## src/rtl/mtsp_core_barrier.sv

```systemverilog
// mtsp_core_barrier
// Per-core thread barrier. Collects arrival pulses from the active hardware
// threads of one core and holds each arrived thread stalled. When every
// active thread has arrived, it issues a one-cycle request to the multi-core
// synchronizer, or skips that step for a core-local barrier. After the
// acknowledge it releases all held threads together with a one-cycle pulse.
//
// Ports
//   i_clk            clock, rising edge
//   i_rst            synchronous active-high reset
//   i_thread_active  mask of threads taking part in the barrier
//   i_local_only     barrier is core-local (sampled at completion)
//   i_sync_req       per-thread arrival pulse
//   o_sync_stall     thread is held at the barrier
//   o_sync_release   one-cycle release pulse per thread
//   o_core_sync_en   one-cycle request to the multi-core synchronizer
//   i_core_sync_ack  acknowledge pulse from the multi-core synchronizer
//   o_busy           barrier FSM is not idle
//   o_timeout_err    sticky: acknowledge wait reached TIMEOUT_CYCLES
//   o_protocol_err   sticky: unexpected request or acknowledge
module mtsp_core_barrier #(
    parameter int THREAD_SIZE    = 8,
    parameter int TIMEOUT_CYCLES = 4096
) (
    input  logic                   i_clk,
    input  logic                   i_rst,
    input  logic [THREAD_SIZE-1:0] i_thread_active,
    input  logic                   i_local_only,
    input  logic [THREAD_SIZE-1:0] i_sync_req,
    output logic [THREAD_SIZE-1:0] o_sync_stall,
    output logic [THREAD_SIZE-1:0] o_sync_release,
    output logic                   o_core_sync_en,
    input  logic                   i_core_sync_ack,
    output logic                   o_busy,
    output logic                   o_timeout_err,
    output logic                   o_protocol_err
);

    // A zero timeout still needs a legal (unused) counter width.
    localparam int CNT_W = (TIMEOUT_CYCLES > 0) ? $clog2(TIMEOUT_CYCLES + 1) : 1;
    localparam logic [CNT_W-1:0] TIMEOUT_VAL = CNT_W'(TIMEOUT_CYCLES);

    typedef enum logic [2:0] {
        ST_IDLE,
        ST_GATHER,
        ST_REQ,
        ST_WAIT,
        ST_RELEASE
    } state_t;

    state_t                   r_state;
    logic [THREAD_SIZE-1:0]   r_arrived;
    logic [THREAD_SIZE-1:0]   r_sync_stall;
    logic [THREAD_SIZE-1:0]   r_sync_release;
    logic                     r_core_sync_en;
    logic                     r_timeout_err;
    logic                     r_protocol_err;
    logic [CNT_W-1:0]         r_wait_cnt;

    logic [THREAD_SIZE-1:0]   w_arr_next;
    logic                     w_done;
    logic                     w_req_active;
    logic [CNT_W-1:0]         w_cnt_inc;

    // Masking with the live active mask drops arrivals of inactive threads and
    // forgets threads deactivated while gathering.
    assign w_arr_next   = (r_arrived | i_sync_req) & i_thread_active;
    assign w_done       = (i_thread_active != '0) && (w_arr_next == i_thread_active);
    assign w_req_active = |(i_sync_req & i_thread_active);
    assign w_cnt_inc    = r_wait_cnt + CNT_W'(1);

    always_ff @(posedge i_clk) begin
        if (i_rst) begin
            r_state        <= ST_IDLE;
            r_arrived      <= '0;
            r_sync_stall   <= '0;
            r_sync_release <= '0;
            r_core_sync_en <= 1'b0;
            r_timeout_err  <= 1'b0;
            r_protocol_err <= 1'b0;
            r_wait_cnt     <= '0;
        end else begin
            // Pulse outputs default low; set only on the transition into
            // their state so they last exactly one cycle.
            r_core_sync_en <= 1'b0;
            r_sync_release <= '0;

            if (i_core_sync_ack && (r_state != ST_WAIT)) begin
                r_protocol_err <= 1'b1;
            end
            if (w_req_active && (r_state inside {ST_REQ, ST_WAIT, ST_RELEASE})) begin
                r_protocol_err <= 1'b1;
            end

            case (r_state)
                // IDLE behaves as GATHER with an empty arrival set.
                ST_IDLE, ST_GATHER: begin
                    r_arrived <= w_arr_next;
                    if (w_done) begin
                        if (i_local_only) begin
                            r_state        <= ST_RELEASE;
                            r_sync_release <= w_arr_next;
                            r_sync_stall   <= '0;
                        end else begin
                            r_state        <= ST_REQ;
                            r_core_sync_en <= 1'b1;
                            r_sync_stall   <= w_arr_next;
                        end
                    end else if (w_arr_next != '0) begin
                        r_state      <= ST_GATHER;
                        r_sync_stall <= w_arr_next;
                    end else begin
                        r_state      <= ST_IDLE;
                        r_sync_stall <= '0;
                    end
                end
                ST_REQ: begin
                    r_state    <= ST_WAIT;
                    r_wait_cnt <= '0;
                end
                ST_WAIT: begin
                    if (r_wait_cnt != TIMEOUT_VAL) begin
                        r_wait_cnt <= w_cnt_inc;
                        if ((TIMEOUT_CYCLES != 0) && (w_cnt_inc == TIMEOUT_VAL)) begin
                            r_timeout_err <= 1'b1;
                        end
                    end
                    if (i_core_sync_ack) begin
                        r_state        <= ST_RELEASE;
                        r_sync_release <= r_arrived;
                        r_sync_stall   <= '0;
                    end
                end
                ST_RELEASE: begin
                    r_state   <= ST_IDLE;
                    r_arrived <= '0;
                end
                default: begin
                    r_state      <= ST_IDLE;
                    r_arrived    <= '0;
                    r_sync_stall <= '0;
                end
            endcase
        end
    end

    assign o_sync_stall   = r_sync_stall;
    assign o_sync_release = r_sync_release;
    assign o_core_sync_en = r_core_sync_en;
    assign o_busy         = (r_state != ST_IDLE);
    assign o_timeout_err  = r_timeout_err;
    assign o_protocol_err = r_protocol_err;

endmodule

```

## config.mk

```make
export PLATFORM = sky130hd
export DESIGN_NAME = mtsp_core_barrier
export DESIGN_NICKNAME = d
export VERILOG_FILES = /design/src/rtl/mtsp_core_barrier.sv
export SDC_FILE = /design/constraint.sdc
export NUM_CORES = 1
export LEC_CHECK = 0
export ABC_AREA = 0
export CORE_MARGIN = 3
export CORE_UTILIZATION = 30
export DETAILED_ROUTE_END_ITERATION = 10
export PLACE_DENSITY = 0.49
export RECOVER_POWER = 50
export SLEW_MARGIN = 25
export SYNTH_ARGS = -nofsm -noshare
export SYNTH_HDL_FRONTEND = slang
export SYNTH_SLANG_ARGS = --single-unit
```

## constraint.sdc

```tcl
create_clock -name i_clk -period 4.72 [get_ports i_clk]
set_input_delay 0.708 -clock i_clk [delete_from_list [all_inputs] [get_ports i_clk]]
set_output_delay 0.708 -clock i_clk [all_outputs]
set_load 0.02 [all_outputs]
```

==> qor.yml <==
status: "finished with violations"
violations: "max-capacitance violations, max-slew violations"
rr_startpoint: "r_wait_cnt[4]$_SDFFE_PP0P_"
num_rows: 30
r2r_slack_ns: 1.45
rr_worst_depth: 5
pwr-share-comb_pct: 14.4
cap_violations: 1
cp-start-kind: "flip-flop"
setup_viol: 0
drc_errors: 0
synth_cells: 273
cp-end-kind: "flip-flop"
vias: 2107
hp-start: "o_sync_stall[0]$_SDFFE_PP0P_"
setup-tns-final_ns: 0
syn-cell-area_um2: 2130
worstMarginPinSlew_ns: 1.69
clock_power_share_pct: 33.4
grt_pass1_vias: 2064
cts_made_buffers: 5
start_util_pct: 31.2
clock-sinks: 43
syn_area_per_cell_um2: 7.81
finish.utilization_pct: 39.3
drive_gt1_share_pct: 6.39
grt_pass1_wl_mm: 10.4
ys_ff_latch: 43
finalCriticalPeriod_ns: 3.27
hold-path-endpoint: "o_sync_stall[0]$_SDFFE_PP0P_"
p_switching_uw: 219
rsz0062_at_grt: "false"
syn_nets: 295
ios: 40
drtPass1Iterations: 4
dpl.hpwl_mm: 4.42
io_buffer_count: 39
cts_max_level: 2
r2r-end: "r_wait_cnt[11]$_SDFFE_PP0P_"
min_path_type: "reg -> reg"
synth_most_common_cell: "dfxtp_1"
viasPerCell: 5.15
routed_wl_mm: 6.26
fin_crit_sh_pct: 69.3
crit_arrival_ns: 3.41
p_per_area_nw_per_um2: 278
nNetsFinal: 334
hold_viol_final: 0
ys.flop_type: "dfxtp_1"
grt_max_degree: 23
cts_hold_buf: 0
ys_seq_area_share_pct: 40.4
drt_iter0_markers: 155
n_antenna_cell: 0
p_leak_uw: 0.000929
ant_nets: 0
post_cts_buffers: 0
antenna_found_initial: 0
max-vdd-ir-drop_mv: 0.133
clock_path_buffers: 2
synth_top_area_share_pct: 40.4
slew-limit-headroom_pct: -13.6
layout_setup_ws_ns: 1.45
overflow: 0
synthTopCellsByCount: "43 x dfxtp_1, 41 x o21ai_0, 31 x nand2_1, 31 x nor2_1, 21 x a21oi_1"
drt-wirelength-per-cell_um: 15.3
synth.distinct_cells: 42
area_growth_pct: 25.8
cts_tree: "yes"
hold_depth: 2
fin_skew_ns: 0.0103
die_h_um: 90.3
crit_type: "reg -> reg"
yosysWarningCount: 0
cp_max_fo: 13
die_area_um2: 8150
drv_slew: 11
synthTopCellsByArea: "dfxtp_1 40%, o21ai_0 9.6%, nand2_1 5.5%"
cts_root_buffer: "clkbuf_8"
path_clk_slew_ns: 0.10
gp_congestion: 0.820
synth-async-reset-ratio_pct: 0
place_ws_ns: 1.32
yosysTopAreaCell: "dfxtp_1"
synth_edf_count: 0
clk_latency_ns: 0.30
grtUsageTotal_pct: 15.6
p_sw_share_pct: 29.4
power_frac_seq_pct: 52.2
max_freq_mhz: 306
fp.dieW_um: 90.3
p_int_uw: 527
required_ns: 4.86
ctsResizeCount: 0
core_area_um2: 6830
[area by class of cell]
type | instances | area [um2]
clock buffers | 5 | 68.8
clock inverters | 3 | 23.8
fillers | 731 | 4150
inverters | 6 | 22.5
multi-input cells | 216 | 1190
flip-flops and latches | 43 | 861
well taps | 96 | 120
repair buffers | 40 | 394
[power groups by stage]
stage,Clock (uW),Combinational (uW),Sequential [uW]
finish,250,107,389
global route,270,118,392
CTS,258,111,390
detailed placement,0,111,398
global placement,0,111,398
floorplan,0,48.0,402
[how the worst max path moves through the flow]
stage,startpoint,endpoint,slack [ns],depth (start not counted)
finish,r_wait_cnt[4]$_SDFFE_PP0P_,r_wait_cnt[11]$_SDFFE_PP0P_,1.45,5
floorplan,i_thread_active[6],o_sync_release[1]$_SDFF_PP0_,2.63,6
global placement,i_thread_active[0],o_sync_release[6]$_SDFF_PP0_,1.36,6
detailed placement,i_thread_active[0],o_sync_release[7]$_SDFF_PP0_,1.32,6
global route,r_wait_cnt[0]$_SDFFE_PP0P_,r_wait_cnt[11]$_SDFFE_PP0P_,1.11,7
CTS,i_thread_active[0],o_sync_release[7]$_SDFF_PP0_,1.63,6
[through the flow]
step / instances / hold slack, ns / cell area [um2] / total power, uW
after detailed placement: 401 / 0.449 / 2610 / 508
after CTS: 409 / 0.467 / 2700 / 759
after global routing: 409 / 0.487 / 2680 / 780
after global placement: 401 / 0.436 / 2610 / 510
after floorplan: 273 / 0.477 / 2130 / 450
final: 409 / 0.455 / 2680 / 746
[registers in the layout, summed over array words and instances, names as in the netlist]
register        count
o_protocol_err      1
o_sync_release      8
o_timeout_err       1
r_arrived           8
o_core_sync_en      1
r_wait_cnt         13
r_state             3
o_sync_stall        8
[worst max-delay path, stage by stage (launching register included)]
cell and delay [ns]:
dfxtp_1 0.38, or4_4 0.56, nor4_1 1.37, nor2_2 0.39, a41oi_1 0.34, a311oi_1 0.07
[kinds of logic after synthesis]
family / Yosys count / synth area share, %
AND/OR/NAND/NOR: 124 / 29.6
XOR/XNOR: 2 / 0.822
AO/OA/AOI/OAI: 88 / 25.1
flip-flops: 43 / 40.4
adder cells (fa/ha/maj): 2 / 1.17
buffers and inverters: 14 / 2.88
[cells in the final DEF (no fill, tap or decap), types with 2 or more instances in the layout]
master,instances
dfxtp_1,43
o21ai_0,41
nand2_1,31
nor2_1,31
a21oi_1,21
dlygate4sd3_1,21
clkdlybuf4s50_1,18
nor3_1,13
nand3_1,11
nor3b_1,7
nand4_1,7
inv_1,6
nand3b_1,6
a31o_2,6
clkbuf_8,5
nor4_1,4
a22oi_1,4
or3_1,3
a2111oi_0,2
o31ai_1,2
xnor2_1,2
nor2b_1,2
and3_1,2
o22a_1,2
ha_1,2
clkinvlp_4,2
[metal layers]
metal | track usage (%) | part of all wire (%) | wire [um] | vias up
li1 | - | - | - | 1087
met1 | 22.5 | 50 | 3120 | 960
met2 | 23.5 | 45 | 2790 | 56
met3 | 3.17 | 5.1 | 318 | 4
met4 | 4.59 | 0.50 | 31 | 0
met5 | 0 | 0 | 0 | -
(Power assumes the default switching activity.)
